==> src/rtl/instruction_cache.sv <==
// -----------------------------------------------------------------------------
// instruction_cache
// Direct-mapped instruction cache, one 32-bit word per line, sitting between
// the instruction fetcher and the memory controller. Hits answer one cycle
// after the request; misses issue a single word read to the memory controller
// and answer one cycle after it completes. A ROB rollback aborts whatever
// fetch is in flight without invalidating any cached lines.
//
// Ports
//   clk                  system clock, rising-edge
//   rst                  asynchronous active-high reset
//   rob_rollback_in      misprediction flush
//   fet_request_in       fetcher request, held until fet_ready_out
//   fet_address_in       fetch PC (bits [1:0] ignored, only [17:2] looked up)
//   fet_ready_out        one-cycle pulse, fet_instruction_out valid
//   fet_instruction_out  instruction word for the accepted request
//   mc_request_out       word-read request to memory controller
//   mc_address_out       word-aligned miss address
//   mc_ready_in          memory controller read-complete pulse
//   mc_instruction_in    fetched word, valid with mc_ready_in
// -----------------------------------------------------------------------------
module instruction_cache #(
    parameter int INDEX_BITS = 6
) (
    input  logic        clk,
    input  logic        rst,
    input  logic        rob_rollback_in,
    input  logic        fet_request_in,
    input  logic [31:0] fet_address_in,
    output logic        fet_ready_out,
    output logic [31:0] fet_instruction_out,
    output logic        mc_request_out,
    output logic [31:0] mc_address_out,
    input  logic        mc_ready_in,
    input  logic [31:0] mc_instruction_in
);

    localparam int LINES    = 1 << INDEX_BITS;
    localparam int TAG_BITS = 16 - INDEX_BITS;

    typedef enum logic [1:0] {
        IDLE,
        MISS,
        RESPOND
    } state_e;

    state_e                state_q, state_d;
    logic [LINES-1:0]      valid_q;
    logic [TAG_BITS-1:0]   tagMem  [LINES];
    logic [31:0]           dataMem [LINES];

    // Word address of the outstanding miss; index and tag for the fill are
    // recovered from it, so no separate index/tag registers are needed.
    logic [29:0]           missAddr_q, missAddr_d;
    logic [31:0]           fetInstr_q, fetInstr_d;

    logic [INDEX_BITS-1:0] lookupIndex;
    logic [TAG_BITS-1:0]   lookupTag;
    logic [INDEX_BITS-1:0] missIndex;
    logic [TAG_BITS-1:0]   missTag;
    logic                  lookupHit;
    logic                  fillEn;
    logic                  unused_addr_bits;

    assign lookupIndex      = fet_address_in[INDEX_BITS+1:2];
    assign lookupTag        = fet_address_in[17:INDEX_BITS+2];
    assign missIndex        = missAddr_q[INDEX_BITS-1:0];
    assign missTag          = missAddr_q[15:INDEX_BITS];
    assign lookupHit        = valid_q[lookupIndex] && (tagMem[lookupIndex] == lookupTag);
    assign unused_addr_bits = ^fet_address_in[1:0];

    // A fill only happens if the returning word is still wanted; a rollback
    // in the same cycle discards it entirely.
    assign fillEn = (state_q == MISS) && mc_ready_in && !rob_rollback_in;

    // State register
    always_ff @(posedge clk or posedge rst) begin
        if (rst) begin
            state_q <= IDLE;
        end else begin
            state_q <= state_d;
        end
    end

    // Datapath registers and valid bits; valid bits are only ever set here,
    // never cleared except by reset.
    always_ff @(posedge clk or posedge rst) begin
        if (rst) begin
            valid_q    <= '0;
            missAddr_q <= '0;
            fetInstr_q <= '0;
        end else begin
            missAddr_q <= missAddr_d;
            fetInstr_q <= fetInstr_d;
            if (fillEn) begin
                valid_q[missIndex] <= 1'b1;
            end
        end
    end

    // Tag and data arrays carry no reset; the valid bits gate their use.
    always_ff @(posedge clk) begin
        if (fillEn) begin
            tagMem[missIndex]  <= missTag;
            dataMem[missIndex] <= mc_instruction_in;
        end
    end

    // Next-state logic; rollback overrides everything, including a
    // simultaneous lookup or memory return.
    always_comb begin
        state_d    = state_q;
        missAddr_d = missAddr_q;
        fetInstr_d = fetInstr_q;
        if (rob_rollback_in) begin
            state_d = IDLE;
        end else begin
            unique case (state_q)
                IDLE: begin
                    if (fet_request_in) begin
                        if (lookupHit) begin
                            fetInstr_d = dataMem[lookupIndex];
                            state_d    = RESPOND;
                        end else begin
                            missAddr_d = fet_address_in[31:2];
                            state_d    = MISS;
                        end
                    end
                end
                MISS: begin
                    if (mc_ready_in) begin
                        fetInstr_d = mc_instruction_in;
                        state_d    = RESPOND;
                    end
                end
                RESPOND: begin
                    state_d = IDLE;
                end
                default: begin
                    state_d = IDLE;
                end
            endcase
        end
    end

    // Outputs decoded from the registered state
    always_comb begin
        fet_ready_out       = (state_q == RESPOND);
        mc_request_out      = (state_q == MISS);
        mc_address_out      = {missAddr_q, 2'b00};
        fet_instruction_out = fetInstr_q;
    end

endmodule

==> config.mk <==
export PLATFORM = sky130hd
export DESIGN_NAME = instruction_cache
export DESIGN_NICKNAME = d
export VERILOG_FILES = /design/src/rtl/instruction_cache.sv
export SDC_FILE = /design/constraint.sdc
export NUM_CORES = 2
export LEC_CHECK = 0
export CAP_MARGIN = 20
export CORE_MARGIN = 1
export CORE_UTILIZATION = 37
export CTS_BUF_LIST = sky130_fd_sc_hd__clkbuf_16
export DETAILED_ROUTE_END_ITERATION = 8
export GPL_TIMING_DRIVEN = 0
export PLACE_DENSITY = 0.55
export SLEW_MARGIN = 10
export SYNTH_ARGS = -nofsm -noshare
export SYNTH_HDL_FRONTEND = slang
export SYNTH_SLANG_ARGS = --single-unit
==> constraint.sdc <==
create_clock -name clk -period 4.3 [get_ports clk]
set_input_delay 0.86 -clock clk [delete_from_list [all_inputs] [get_ports clk]]
set_output_delay 0.86 -clock clk [all_outputs]
set_load 0.1 [all_outputs]
==> out/qor.csv <==
metric,value,unit
Slew Limit Fails,0,
worst skew pair latency,0.94,ns
Final GP Congestion,0.846,
highest clock rate,234,MHz
first drt pass iteration count,7,
maximum resistive drop on vdd,0.000486,V
CTS Hold Buffers Added,0,
synth-to-layout area growth,20.5,%
ANT nets after route,0,
Sink Count,2816,
register share of total power,49.5,%
"Core Util, Final",44.8,%
worst-margin pin slew,1.07,ns
unique cell type count in the Yosys netlist,67,
GRT overflow,0,
XOR/XNOR Fraction of Synth Area,0.0324,%
Post-Syn Area,108000,um^2
drt via density,5.76,
LEAKAGE,41.8,nW
Slew HR,28.9,%
Iter 0 DRT Violations,7556,
Synth area leader,edfxtp_1,
syn_area_per_cell,24.0,um^2
Clk pwr share,41.3,%
Startpoint Class,primary input,
combinational share of power,9.2,%
first-pass GRT wire length,457,mm
Root Buffer,clkbuf_16,
post-layout instance area,130000,um^2
combinational family with the most area after synthesis,multiplexers,
Post-synth EDFFs,2688,
share of cells above drive strength 1,36.9,%
Placed Area,120000,um^2
register bit count reported by yosys,2816,
htree depth,5,
asr flop ratio synth,4.55,%
Pint,47.3,mW
Min-Delay Path Class,in -> reg,
port buffer count,127,
NetSw,15.4,mW
die height,543,um
die footprint,294000,um^2
Post-Synth Adder-Cell Area,0,%
CTS Buf Count,308,
DRC Markers,0,
Synth Area in Simple Gates,1.45,%
Synth Flop Type,edfxtp_1,
switching share of power,24.5,%
Initial Util,37.2,%
pwr dens,481,nW/um^2
top post-synthesis cells by area,"edfxtp_1, mux4_2, dfrtp_1, mux2_2, mux2i_1",
final net count,5263,
Worst setup EP type,register,
Cells after Synth,4506,
initial antenna violation count,22,
CTS tree,built,
Clock Tree Buf Depth,4,
Fillers,24271,
share of the synthesized area in the top cell type,74.7,%
DP HPWL,231,mm
Synth Area in Compound Gates,0.913,%
count of final hold-check violations,0,
Tot GR Track Use,22.8,%
DIE WIDTH,543,um
sequential-to-total area share from yosys stat,77.6,%
Core ar.,291000,um^2
Final setup viols,0,
crit path kind,in -> reg,
MaxCap Viol Count,0,
Tcrit/Tclk final,99.3,%
largest net degree at the start of global routing,70,
routed length per instance,35.8,um
crit path max fanout,10,
drt total wl,335,mm
I/O Pins,135,
Via Count,53874,
outcome,"finished, final reports clean",
mux contribution to synthesized area,18.8,%
vias in the first global route,54248,
clock-pin slew on the worst setup and hold paths,0.06,ns
Min Hold Slack,0.193,ns
cell row count,198,
skew final,0.0707,ns
WP data arrival,5.09,ns
Final Critical Period,4.27,ns
Synth Warn #,0,
Critical Path RT,5.12,ns
[Yosys cell counts (4+ instances only)]
cell type,count
nand3_1,25
dfrtp_1,128
o22ai_1,9
nor4_1,4
a32oi_1,5
a22oi_1,22
a21oi_1,20
o21ai_0,11
and3_1,7
mux2_4,26
nor2_1,80
buf_4,26
buf_6,21
a221oi_1,8
nor3_1,9
inv_1,6
or2_2,64
mux2_2,86
buf_2,63
clkbuf_1,100
nand2b_1,9
nand2_1,57
buf_1,25
o2111a_1,4
a31oi_1,5
edfxtp_1,2688
mux2_1,4
nand3b_1,8
nor2b_1,17
mux2i_1,83
nand4_1,6
mux4_2,805
a211oi_1,17
or3b_2,5
or3_1,4
[registers in the layout, indices dropped and copies added (netlist names)]
register	flops
dataMem	2048
fet_instruction_out	32
missAddr_q	30
state_q	2
tagMem	640
valid_q	64
[per-layer routing]
layer / vias to the layer above / part of all wire [%] / track usage, %
met4: 8 / 4.3 / 8.89
li1: 20807 / - / -
met1: 29585 / 40 / 30.8
met3: 638 / 8.0 / 4.01
met2: 2836 / 48 / 36.7
met5: - / 0.016 / 0
[area by class of cell]
class	count	area [um^2]	share of cell area, %
tap	3900	4880	3.75
sequential	2816	83900	64.4
antenna	9	22.5	0.0173
timing repair buffer	379	6320	4.85
inverter	9	48.8	0.0375
buffer	233	1640	1.26
clock inverter	253	2110	1.62
multi-input combinational	1447	23600	18.1
clock buffer	309	7730	5.93
[final timing paths]
kind / slack, ns / start / cells past startpoint / end
max: 0.03 / fet_address_in[4] / 16 / fet_instruction_out[13]
max in group asynchronous: 2.85 / rst / 3 / fet_instruction_out[21]
max reg2reg: 0.30 / tagMem[2][0] / 14 / fet_instruction_out[13]
min in group asynchronous: 0.41 / rst / 2 / missAddr_q[24]
min reg2reg: 0.46 / valid_q[4] / 1 / valid_q[4]
min: 0.19 / mc_instruction_in[2] / 1 / dataMem[4][2]
[repair_timing]
action / 4_1_cts / 5_1_grt
setup endpoints to repair: 65 / 53
setup buffers: 9 / 0
pin swaps: 3 / 2
gates resized for setup: 163 / 66
[placed cells by master (no fill, tap or decap), types with 26 or more instances in the layout]
| cell type | instances |
|---|---|
| clkbuf_16 | 309 |
| mux2_2 | 86 |
| buf_4 | 31 |
| mux2_4 | 26 |
| clkbuf_1 | 29 |
| clkinv_1 | 71 |
| clkbuf_2 | 52 |
| dfrtp_1 | 118 |
| buf_12 | 169 |
| clkdlybuf4s50_1 | 92 |
| mux4_2 | 805 |
| nand2_1 | 56 |
| buf_16 | 56 |
| nor2_4 | 66 |
| buf_2 | 87 |
| buf_6 | 35 |
| clkinv_2 | 49 |
| edfxtp_1 | 2688 |
| or2_2 | 64 |
| inv_1 | 65 |
| mux2i_1 | 82 |
[worst max-delay path, cell delays in order]
cell	delay, ns
buf_2	0.18
buf_2	0.44
clkbuf_4	0.40
mux4_2	0.34
o21ai_1	0.30
o211ai_1	0.18
or3_1	0.42
a211oi_4	0.35
nand4_1	0.13
buf_4	0.19
buf_4	0.15
o31ai_4	0.27
buf_12	0.17
buf_4	0.17
buf_6	0.19
mux2_4	0.31
[power by group through the flow]
stage          combinational, mW  clock (mW)  sequential [mW]
2_1_floorplan               1.89           0             33.0
3_3_place_gp                5.05           0             31.9
3_5_place_dp                5.71           0             31.6
4_1_cts                     5.77        26.2             31.0
5_1_grt                     5.95        27.2             31.0
6_report                    5.76        25.9             31.0
[per-stage QoR]
| step | setup slack, ns | std cells | power, mW | TNS [ns] |
|---|---|---|---|---|
| after global routing | -0.0168 | 9348 | 64.2 | -0.0717 |
| after detailed placement | -2.94 | 8776 | 37.3 | -286.37 |
| final | 0.0295 | 9355 | 62.7 | 0 |
| after CTS | 0.000808 | 9346 | 63.0 | 0 |
| after global placement | -4.44 | 8534 | 37.0 | - |
| after floorplan | 0.0274 | 4507 | 34.9 | 0 |
[logic make-up after synthesis]
group / after synthesis
flip-flops: 2816
AND/OR/NAND/NOR: 305
other: 1
AO/OA/AOI/OAI: 132
XOR/XNOR: 4
buffers and inverters: 244
multiplexers: 1004
(Power assumes the default switching activity.)
